## src/rtl/sar_if.sv

```systemverilog
// Comparator-side bundle for the successive-approximation search controller.
// master = the controller, slave = comparator/requester side.
interface sar_if #(
    parameter int N = 4
);
    logic         start;
    logic         GT;
    logic         LT;
    logic         EQ;
    logic [N-1:0] trial;
    logic [N-1:0] result;
    logic         busy;
    logic         done;
    logic         err;

    modport master (
        input  start, GT, LT, EQ,
        output trial, result, busy, done, err
    );

    modport slave (
        output start, GT, LT, EQ,
        input  trial, result, busy, done, err
    );
endinterface

```

## src/rtl/sar_search.sv

```systemverilog
// Successive-approximation controller: drives trial values into a magnitude
// comparator and resolves one bit per cycle, MSB first.
//
// state  | meaning
// IDLE   | waiting for start, trial held at 0
// SEARCH | one bit resolved per edge, idx counts down from N-1
module sar_search #(
    parameter int N = 4
) (
    input  logic  clk,
    input  logic  rst,
    sar_if.master bus
);
    localparam int IW = (N > 1) ? $clog2(N) : 1;

    typedef enum logic {
        IDLE   = 1'b0,
        SEARCH = 1'b1
    } state_t;

    state_t        state, state_n;
    logic [N-1:0]  trial_q, trial_n;
    logic [N-1:0]  result_q, result_n;
    logic [IW-1:0] idx_q, idx_n;
    logic          done_q, done_n;
    logic          err_q, err_n;
    logic          keep;
    logic          onehot;

    always_ff @(posedge clk or posedge rst) begin
        if (rst) begin
            state    <= IDLE;
            trial_q  <= '0;
            result_q <= '0;
            idx_q    <= IW'(N - 1);
            done_q   <= 1'b0;
            err_q    <= 1'b0;
        end else begin
            state    <= state_n;
            trial_q  <= trial_n;
            result_q <= result_n;
            idx_q    <= idx_n;
            done_q   <= done_n;
            err_q    <= err_n;
        end
    end

    always_comb begin
        state_n  = state;
        trial_n  = trial_q;
        result_n = result_q;
        idx_n    = idx_q;
        done_n   = 1'b0;
        err_n    = err_q;
        // Contradictory flags still resolve through keep; err only records them.
        keep     = (bus.GT | bus.EQ) & ~bus.LT;
        onehot   = ({bus.GT, bus.LT, bus.EQ} == 3'b100) ||
                   ({bus.GT, bus.LT, bus.EQ} == 3'b010) ||
                   ({bus.GT, bus.LT, bus.EQ} == 3'b001);
        unique case (state)
            IDLE: begin
                if (bus.start) begin
                    state_n = SEARCH;
                    trial_n = {1'b1, {(N-1){1'b0}}};
                    idx_n   = IW'(N - 1);
                    err_n   = 1'b0;
                end
            end
            SEARCH: begin
                trial_n[idx_q] = keep;
                if (!onehot) begin
                    err_n = 1'b1;
                end
                if (idx_q != '0) begin
                    trial_n[idx_q - IW'(1)] = 1'b1;
                    idx_n = idx_q - IW'(1);
                end else begin
                    result_n = trial_n;
                    done_n   = 1'b1;
                    state_n  = IDLE;
                    trial_n  = '0;
                    idx_n    = IW'(N - 1);
                end
            end
            default: begin
                state_n = IDLE;
            end
        endcase
    end

    assign bus.trial  = trial_q;
    assign bus.result = result_q;
    assign bus.busy   = (state == SEARCH);
    assign bus.done   = done_q;
    assign bus.err    = err_q;
endmodule

```

## src/flat_wrapper.sv

```systemverilog
// flat-port wrapper written by rule: the top's interface ports become plain ports
module sar_search_flat 
#(
    parameter int N = 4
)
  (clk, rst, bus_start, bus_GT, bus_LT, bus_EQ, bus_trial, bus_result, bus_busy, bus_done, bus_err);
  sar_if #(.N(N)) bus_i ();
  input  logic clk;
  input  logic rst;
  input wire logic [$bits(bus_i.start)-1:0] bus_start;
  input wire logic [$bits(bus_i.GT)-1:0] bus_GT;
  input wire logic [$bits(bus_i.LT)-1:0] bus_LT;
  input wire logic [$bits(bus_i.EQ)-1:0] bus_EQ;
  output wire logic [$bits(bus_i.trial)-1:0] bus_trial;
  output wire logic [$bits(bus_i.result)-1:0] bus_result;
  output wire logic [$bits(bus_i.busy)-1:0] bus_busy;
  output wire logic [$bits(bus_i.done)-1:0] bus_done;
  output wire logic [$bits(bus_i.err)-1:0] bus_err;
  assign bus_i.start = bus_start;
  assign bus_i.GT = bus_GT;
  assign bus_i.LT = bus_LT;
  assign bus_i.EQ = bus_EQ;
  assign bus_trial = bus_i.trial;
  assign bus_result = bus_i.result;
  assign bus_busy = bus_i.busy;
  assign bus_done = bus_i.done;
  assign bus_err = bus_i.err;
  sar_search #(.N(N)) u_core (.clk(clk), .rst(rst), .bus(bus_i));
endmodule
```

## config.mk

```make
export PLATFORM = sky130hd
export DESIGN_NAME = sar_search_flat
export DESIGN_NICKNAME = d
export VERILOG_FILES = /design/src/rtl/sar_if.sv /design/src/rtl/sar_search.sv /design/src/flat_wrapper.sv
export SDC_FILE = /design/constraint.sdc
export NUM_CORES = 1
export LEC_CHECK = 0
export CORE_MARGIN = 2
export CORE_UTILIZATION = 46
export CTS_BUF_LIST = sky130_fd_sc_hd__clkbuf_4 sky130_fd_sc_hd__clkbuf_8 sky130_fd_sc_hd__clkbuf_16
export CTS_CLUSTER_DIAMETER = 200
export DETAILED_ROUTE_END_ITERATION = 8
export PLACE_DENSITY = 0.85
export SYNTH_ARGS = -nofsm -noshare
export SYNTH_HDL_FRONTEND = slang
export SYNTH_SLANG_ARGS = --single-unit
```

## constraint.sdc

```tcl
create_clock -name clk -period 2.15 [get_ports clk]
set_input_delay 0.43 -clock clk [delete_from_list [all_inputs] [get_ports clk]]
set_output_delay 0.43 -clock clk [all_outputs]
set_load 0.03 [all_outputs]
```

==> results of run 1 <==
## cells in the mapped netlist (all sizes together) (2+ instances only)
| master | instances | area [um^2] |
|---|---|---|
| a311oi | 2 | 30.0 |
| dfrtp | 11 | 275 |
| nor3 | 2 | 10.0 |
| nor2 | 5 | 18.8 |
| nand2 | 2 | 7.51 |
| dfstp | 2 | 52.6 |
| inv | 8 | 30.0 |
| mux2i | 3 | 37.5 |
| o21ai | 4 | 20.0 |
| ha | 6 | 75.1 |
| buf | 2 | 16.3 |
| a21oi | 7 | 35.0 |
## sequential cells by signal, indices dropped and copies added (netlist names)
register and cells:
u_core.idx_q 2, u_core.bus.err 1, u_core.bus.result 4, u_core.bus.trial 4
u_core.bus.busy 1, u_core.bus.done 1
## worst max path at each step
stage / startpoint / to / depth (start not counted) / slack (ps)
6_report: u_core.bus.trial[2] / bus_trial[2] / 1 / 360
5_1_grt: u_core.bus.trial[3] / bus_trial[3] / 1 / 320
4_1_cts: u_core.bus.trial[2] / bus_trial[2] / 1 / 360
3_5_place_dp: u_core.idx_q[0] / u_core.bus.result[0] / 4 / 510
3_3_place_gp: u_core.idx_q[0] / u_core.bus.result[0] / 4 / 540
2_1_floorplan: u_core.idx_q[0] / u_core.bus.result[0] / 5 / 640
## metrics by stage
| step | total power, uW | instances |
|---|---|---|
| global placement | 1270 | 93 |
| floorplan | 1030 | 63 |
| finish | 1460 | 97 |
| global route | 1560 | 97 |
| detailed placement | 1310 | 93 |
| CTS | 1480 | 97 |
## cell families (layout without fill, tap and decap cells)
kind of cell / Yosys count / after routing / share of synthesized area (%)
AOI/OAI and AO/OA: 18 / 18 / 18.9
DFF: 13 / 13 / 47.5
and+or+nand+nor: 11 / 11 / 7.08
buffers and inverters: 10 / 29 / 6.71
adders and majority gates: 6 / 6 / 10.9
muxes: 4 / 4 / 7.62
xor gates and xnor gates: 1 / 1 / 1.27
## area by class of cell
| class | count | area [um^2] | share of cell area [%] |
|---|---|---|---|
| tap | 15 | 18.8 | 2.11 |
| clock buffer | 4 | 30.0 | 3.38 |
| multi-input combinational | 40 | 315 | 35.4 |
| timing repair buffer | 17 | 168 | 18.8 |
| sequential | 13 | 328 | 36.8 |
| inverter | 8 | 30.0 | 3.38 |
## report_power, final
group	total [uW]	internal [uW]	switching, uW
clock network	165	84.6	79.9
registers	468	377	91.8
logic	828	368	461
total	1460	829	632
## per-layer routing
metal	track usage, %	share of wire [%]	routed length, um
met3	2.98	4.3	57
met5	0	0	0
met2	26.1	50	663
met4	11.3	2.4	32
met1	21.5	43	573
==> results.cfg, run 1 <==
[outcome]
status = completed

[power]
power_leakage_uw = 0.000396
p_per_area_mw_per_mm2 = 1640
vdd_drop_max_uv = 728

[yosys]
synth_area_um2 = 689
ys_ff_latch = 13
syn_nets = 75
ys_warn_count = 0
syn_inst = 63
synth_flop_cell = dfrtp_1
synthDistinctLibCells = 24
synth_edf_count = 0
ys_seq_area_share_pct = 47.5
async_flop_share_pct = 100
syn_avg_cell_area_um2 = 10.9

[critical_path]
critPathLaunchType = flip-flop
cp_top_family = buffers and inverters
crit_buf_inv = 1
end_kind = output pin
r2r_cells = 4
crit_type = reg -> out
worstPathCellList = clkdlybuf4s50_1
timing.rr.end = u_core.bus.result[0]
crit_required_ps = 1720
max_stage_delay_ps = 680
ff2ff_setup_slack_ps = 500
cp_slowest_cell = clkdlybuf4s50_1
r2r-start = u_core.idx_q[0]
crit_path_max_fanout = 3
arrival_ps = 1360

[grt]
overflow = 0
grt_pass1_vias = 495
grt_max_degree = 15
antenna_found_initial = 0
grt_pass1_wl_um = 2240
grt_usage_pct = 16.9

[sta]
max_freq_mhz = 559
hold_viol = 0
timing.final.ws_setup_ps = 361
whs_ps = 474
fin_setup_tns_ps = 0
relSlewSlack_pct = 67.1
fin_crit_sh_pct = 83.2
rsz0062_at_grt = false
skew_ps = 0.657
setup_violations = 0
period_needed_ps = 1790
tightest_slew_ps = 494
report.final.slew_viol_count = 0

[clock_tree]
cts_buffers = 3
clkTransAtPathRegs_ps = 80
post_cts.repair.setup_buffers = 0
cts-root-buf = clkbuf_4
htree_levels = 1
cts_tree = yes
cts_hold_buf = 0
clock_latency_ps = 280
clock-sinks = 13
ctsResizeCount = 0
clk_path_buf_depth = 2

[run]
maxCapViolCount = 0

[worst_hold_path]
hp-class = in -> async

[placement]
port_buffers = 16
place_area_um2 = 860
dp_hpwl_um = 1040
pre_cts_slack_ps = 511
gp_congestion = 0.786

[finish]
fin_nets = 95
drive_gt1_share_pct = 15.9
nFillCells = 113
syn_to_final_growth_pct = 29.0
fin_util_pct = 65.9
most-common-layout-cells = clkdlybuf4s50_1, dfrtp_1, inv_1, a21oi_1, ha_1
n_antenna_cell = 0
final_common_cell = clkdlybuf4s50_1
stdcell_area_um2 = 890

[die]
dieArea_mm2 = 0.00182
io_pins = 17
dieHeight_um = 42.7
die_w_um = 42.7
core-area_mm2 = 0.00135
start_util_pct = 51.1
rows = 13

[routing]
drt_pre_antenna_iters = 6
finalWirelength_um = 1330
drc_errors = 0
vias = 496
drt_iter0_drc = 5
vias_per_cell = 5.11
ant_nets = 0
wire_per_inst_um = 13.7
No activity file was read; power rests on OpenSTA's default activity.
==> run 2, diff against run 1 <==
- CORE_UTILIZATION: 46 -> 42
- PLACE_DENSITY: 0.85 -> 0.82
- clock period: 2.15 -> 1.6 ns (I/O delays scaled with it)
==> run 2 against run 1 <==
Net effect:
- cell area increased by 1.4%
- clock power increased by 31%
- flip-flop and latch count unchanged
- critical path type is now reg -> reg
- highest routed layer unchanged
==> results.cfg, run 2 (synthesized netlist as in run 1, its figures left out) <==
[outcome]
status = completed

[grt]
grt_pass1_wl_um = 2160
grt_pass1_vias = 501
grt_usage_pct = 15.0
grt_busiest_layer = met2
antenna_found_initial = 0
met1_usage_pct = 19.9
grt_use_met3_pct = 2.45
use_met2_pct = 23.8
grt_max_degree = 14
overflow = 0

[sta]
relSlewSlack_pct = 68.9
tightest_slew_ps = 466
whs_ps = 358
skew_ps = 3.53
fin_setup_tns_ps = 0
report.final.slew_viol_count = 0
fin_crit_sh_pct = 93.5
rsz0062_at_grt = false
setup_violations = 0
hold_viol = 0
period_needed_ps = 1500
max_freq_mhz = 669

[die]
die_w_um = 44.5
rows = 14
core-area_mm2 = 0.00152
io_pins = 17
start_util_pct = 45.2
dieHeight_um = 44.5
dieArea_mm2 = 0.00198

[placement]
dp_hpwl_um = 984
gp_congestion = 0.717
port_buffers = 16
place_area_um2 = 881

[clock_tree]
htree_levels = 1
clock-sinks = 13
clk_path_buf_depth = 2
cts_buffers = 3
clkTransAtPathRegs_ps = 80
cts_hold_buf = 0
cts_tree = yes
cts-root-buf = clkbuf_4
post_cts.repair.setup_buffers = 0
clock_latency_ps = 270

[finish]
n_antenna_cell = 0
drive_gt1_share_pct = 20.0
final_common_cell = dfrtp_1
fin_util_pct = 59.2
fin_nets = 98
most-common-layout-cells = dfrtp_1, dlygate4sd2_1, inv_1, a21oi_1, ha_1
syn_to_final_growth_pct = 30.9
stdcell_area_um2 = 902

[routing]
drt_iter0_drc = 7
vias = 520
finalWirelength_um = 1240
drt_pre_antenna_iters = 4
drc_errors = 0
wire_per_inst_um = 12.3
vias_per_cell = 5.15
ant_nets = 0

[run]
maxCapViolCount = 0

[critical_path]
end_kind = flip-flop
ff2ff_setup_slack_ps = 100
r2r_cells = 5
critPathLaunchType = flip-flop
arrival_ps = 1670
crit_start = u_core.idx_q[0]
timing.rr.end = u_core.bus.trial[3]
crit_path_max_fanout = 6
crit_required_ps = 1780
crit_type = reg -> reg
r2r-start = u_core.idx_q[0]

[power]
vdd_drop_max_uv = 853
p_per_area_mw_per_mm2 = 2110
power_leakage_uw = 0.000435
finalPower_uw = 1910

[worst_hold_path]
hp-class = in -> async
-- run 2: cell types whose count changed in the layout (fill, tap and decap cells not counted), sizes merged --
| cell | before | now |
|---|---|---|
| buf | 1 | 5 |
| clkdlybuf4s50 | 16 | 5 |
| dlygate4sd2 | 0 | 9 |
| dlymetal6s2s | 0 | 1 |
-- run 2: per-layer routing --
layer	part of all wire, %	routed length [um]
met1	44	544
met2	51	638
met3	4.2	52
met4	0.64	8
met5	0	0
-- run 2: power breakdown --
group          switching, uW  total, uW  leakage [uW]  internal, uW
Clock                    103        216     0.0000184           113
Sequential              92.3        596      0.000146           503
Combinational            641       1100      0.000270           454
-- run 2: cell type report --
type,count,area [um^2]
fill,137,622
multi-input combinational,40,315
inverter,8,30.0
sequential,13,328
timing repair buffer,20,179
tap,16,20.0
clock buffer,4,30.0
-- run 2: how the worst max path moves through the flow --
stage / end / slack [ps]
after detailed placement: u_core.bus.trial[1] / 60
after global routing: u_core.bus.result[2] / 0.08
after floorplan: u_core.bus.result[0] / 90
final: u_core.bus.trial[3] / 100
after CTS: bus_done / 20
after global placement: u_core.bus.trial[2] / 110
-- run 2: critical path, stage by stage, from the launching register on --
cell and delay, ps:
dfstp_2 530, inv_1 90, ha_1 220, and2_1 210, buf_4 180, a311oi_2 180
-- run 2: repair_timing --
action,4_1_cts,5_1_grt
gates cloned,0,0
endpoints found under the setup margin,9,1
resized for setup,9,1
-- run 2: through the flow --
step           cells  setup WS (ps)
2_1_floorplan     63           88.9
3_3_place_gp      97            115
3_5_place_dp      97           57.7
4_1_cts          101           23.0
5_1_grt          101         0.0766
6_report         101            105
==> run 3, diff against run 2 <==
--- a/config.mk
+++ b/config.mk
@@ -7,4 +7,4 @@
 export LEC_CHECK = 0
-export CORE_MARGIN = 2
-export CORE_UTILIZATION = 42
+export CORE_MARGIN = 5
+export CORE_UTILIZATION = 30
 export CTS_BUF_LIST = sky130_fd_sc_hd__clkbuf_4 sky130_fd_sc_hd__clkbuf_8 sky130_fd_sc_hd__clkbuf_16
@@ -12,3 +12,3 @@
 export DETAILED_ROUTE_END_ITERATION = 8
-export PLACE_DENSITY = 0.82
+export PLACE_DENSITY = 0.65
 export SYNTH_ARGS = -nofsm -noshare
==> constraint.sdc (replaced) <==
create_clock -name clk -period 1.6 [get_ports clk]
set_input_delay 0.48 -clock clk [delete_from_list [all_inputs] [get_ports clk]]
set_output_delay 0.48 -clock clk [all_outputs]
set_load 0.03 [all_outputs]
==> run 3 against run 2 <==
Net effect:
- sequential share of layout area shrank 2.3 points
- clock-buffer cell count stayed put
- critical endpoint is now bus_trial[1]
- sequential power fell by 3%
==> results.cfg, run 3 (synthesized netlist as in run 1, its figures left out) <==
[clock_tree]
cts_hold_buf = 0
clock-sinks = 13
cts_buffers = 3
clock_latency_ps = 270
htree_levels = 1
clkTransAtPathRegs_ps = 70
clk_path_buf_depth = 2
cts_tree = yes
cts-root-buf = clkbuf_4
post_cts.repair.setup_buffers = 0

[sta]
fin_setup_tns_ps = 0
report.final.slew_viol_count = 0
setup_violations = 0
tightest_slew_ps = 320
rsz0062_at_grt = false
skew_ps = 1.00
whs_ps = 486
fin_crit_sh_pct = 95.8
relSlewSlack_pct = 78.8
period_needed_ps = 1530
hold_viol = 0
timing.final.ws_setup_ps = 67.2
max_freq_mhz = 652

[die]
rows = 17
dieArea_mm2 = 0.00336
core-area_mm2 = 0.00221
io_pins = 17
die_w_um = 57.9
start_util_pct = 31.2
dieHeight_um = 57.9

[finish]
stdcell_count = 118
n_antenna_cell = 0
nFillCells = 229
fin_nets = 103
most-common-layout-cells = dfrtp_1, dlygate4sd2_1, buf_4, inv_1, a21oi_1
fin_util_pct = 43.6
drive_gt1_share_pct = 24.4
syn_to_final_growth_pct = 39.7
final_common_cell = dfrtp_1

[outcome]
status = completed

[critical_path]
arrival_ps = 1050
r2r_cells = 5
worstPathCellList = dlygate4sd2_1
max_stage_delay_ps = 410
crit_path_max_fanout = 3
r2r-start = u_core.idx_q[0]
crit_buf_inv = 1
end_kind = output pin
ff2ff_setup_slack_ps = 140
timing.rr.end = u_core.bus.trial[2]
cp_top_family = buffers and inverters
crit_required_ps = 1120
critPathLaunchType = flip-flop
cp_slowest_cell = dlygate4sd2_1
crit_type = reg -> out

[placement]
dp_cells = 114
pre_cts_slack_ps = -59.1
dp_hpwl_um = 1100
port_buffers = 16
gp_congestion = 0.779

[routing]
vias_per_cell = 4.52
drc_errors = 0
vias = 533
drt_iter0_drc = 8
ant_nets = 0
wire_per_inst_um = 11.7
drt_pre_antenna_iters = 2
finalWirelength_um = 1380

[power]
power_leakage_uw = 0.000450
p_per_area_mw_per_mm2 = 2050
vdd_drop_max_uv = 1080

[run]
maxCapViolCount = 0

[worst_hold_path]
hp-class = in -> async

[grt]
grt_pass1_vias = 537
grt_pass1_wl_um = 2280
grt_usage_pct = 9.13
antenna_found_initial = 0
grt_max_degree = 14
overflow = 0
[run 3: per-layer routing]
| metal | routed length [um] | global-route usage, % | up-vias |
|---|---|---|---|
| met5 | 0 | 0 | - |
| met4 | 31 | 5.96 | 0 |
| met3 | 68 | 2.67 | 5 |
| met2 | 641 | 14.7 | 11 |
| met1 | 638 | 10.5 | 247 |
| li1 | - | - | 270 |
[run 3: worst max path at each step]
stage | startpoint | endpoint | slack [ps] | cells after the start
floorplan | u_core.idx_q[0] | u_core.bus.result[0] | 90 | 5
global placement | bus_LT | u_core.bus.trial[3] | -20 | 4
detailed placement | bus_LT | u_core.bus.trial[2] | -60 | 4
CTS | u_core.bus.trial[1] | bus_trial[1] | 50 | 1
global route | u_core.bus.trial[1] | bus_trial[1] | 20 | 1
finish | u_core.bus.trial[1] | bus_trial[1] | 70 | 1
[run 3: metrics by stage]
step,total power [uW],cell area [um^2]
after detailed placement,1870,946
after global placement,1840,946
after global routing,2120,963
after floorplan,1380,689
after CTS,2010,963
final,1970,963
[run 3: layout make-up]
class / count / area (um^2) / area share, %
flip-flops and latches: 13 / 328 / 34.0
multi-input cells: 40 / 315 / 32.7
repair buffers: 25 / 225 / 23.4
well taps: 28 / 35.0 / 3.64
clock buffers: 4 / 30.0 / 3.12
inverters: 8 / 30.0 / 3.12
[run 3: timing repair]
item | 4_1_cts | 5_1_grt
hold endpoints to repair | 0 | 0
setup endpoints to repair | 10 | 0
resized for setup | 10 | 0
[run 3: power by group]
| part | switching, uW | internal (uW) |
|---|---|---|
| Combinational | 664 | 510 |
| Sequential | 78.0 | 503 |
| Clock | 103 | 114 |
| Total | 845 | 1130 |
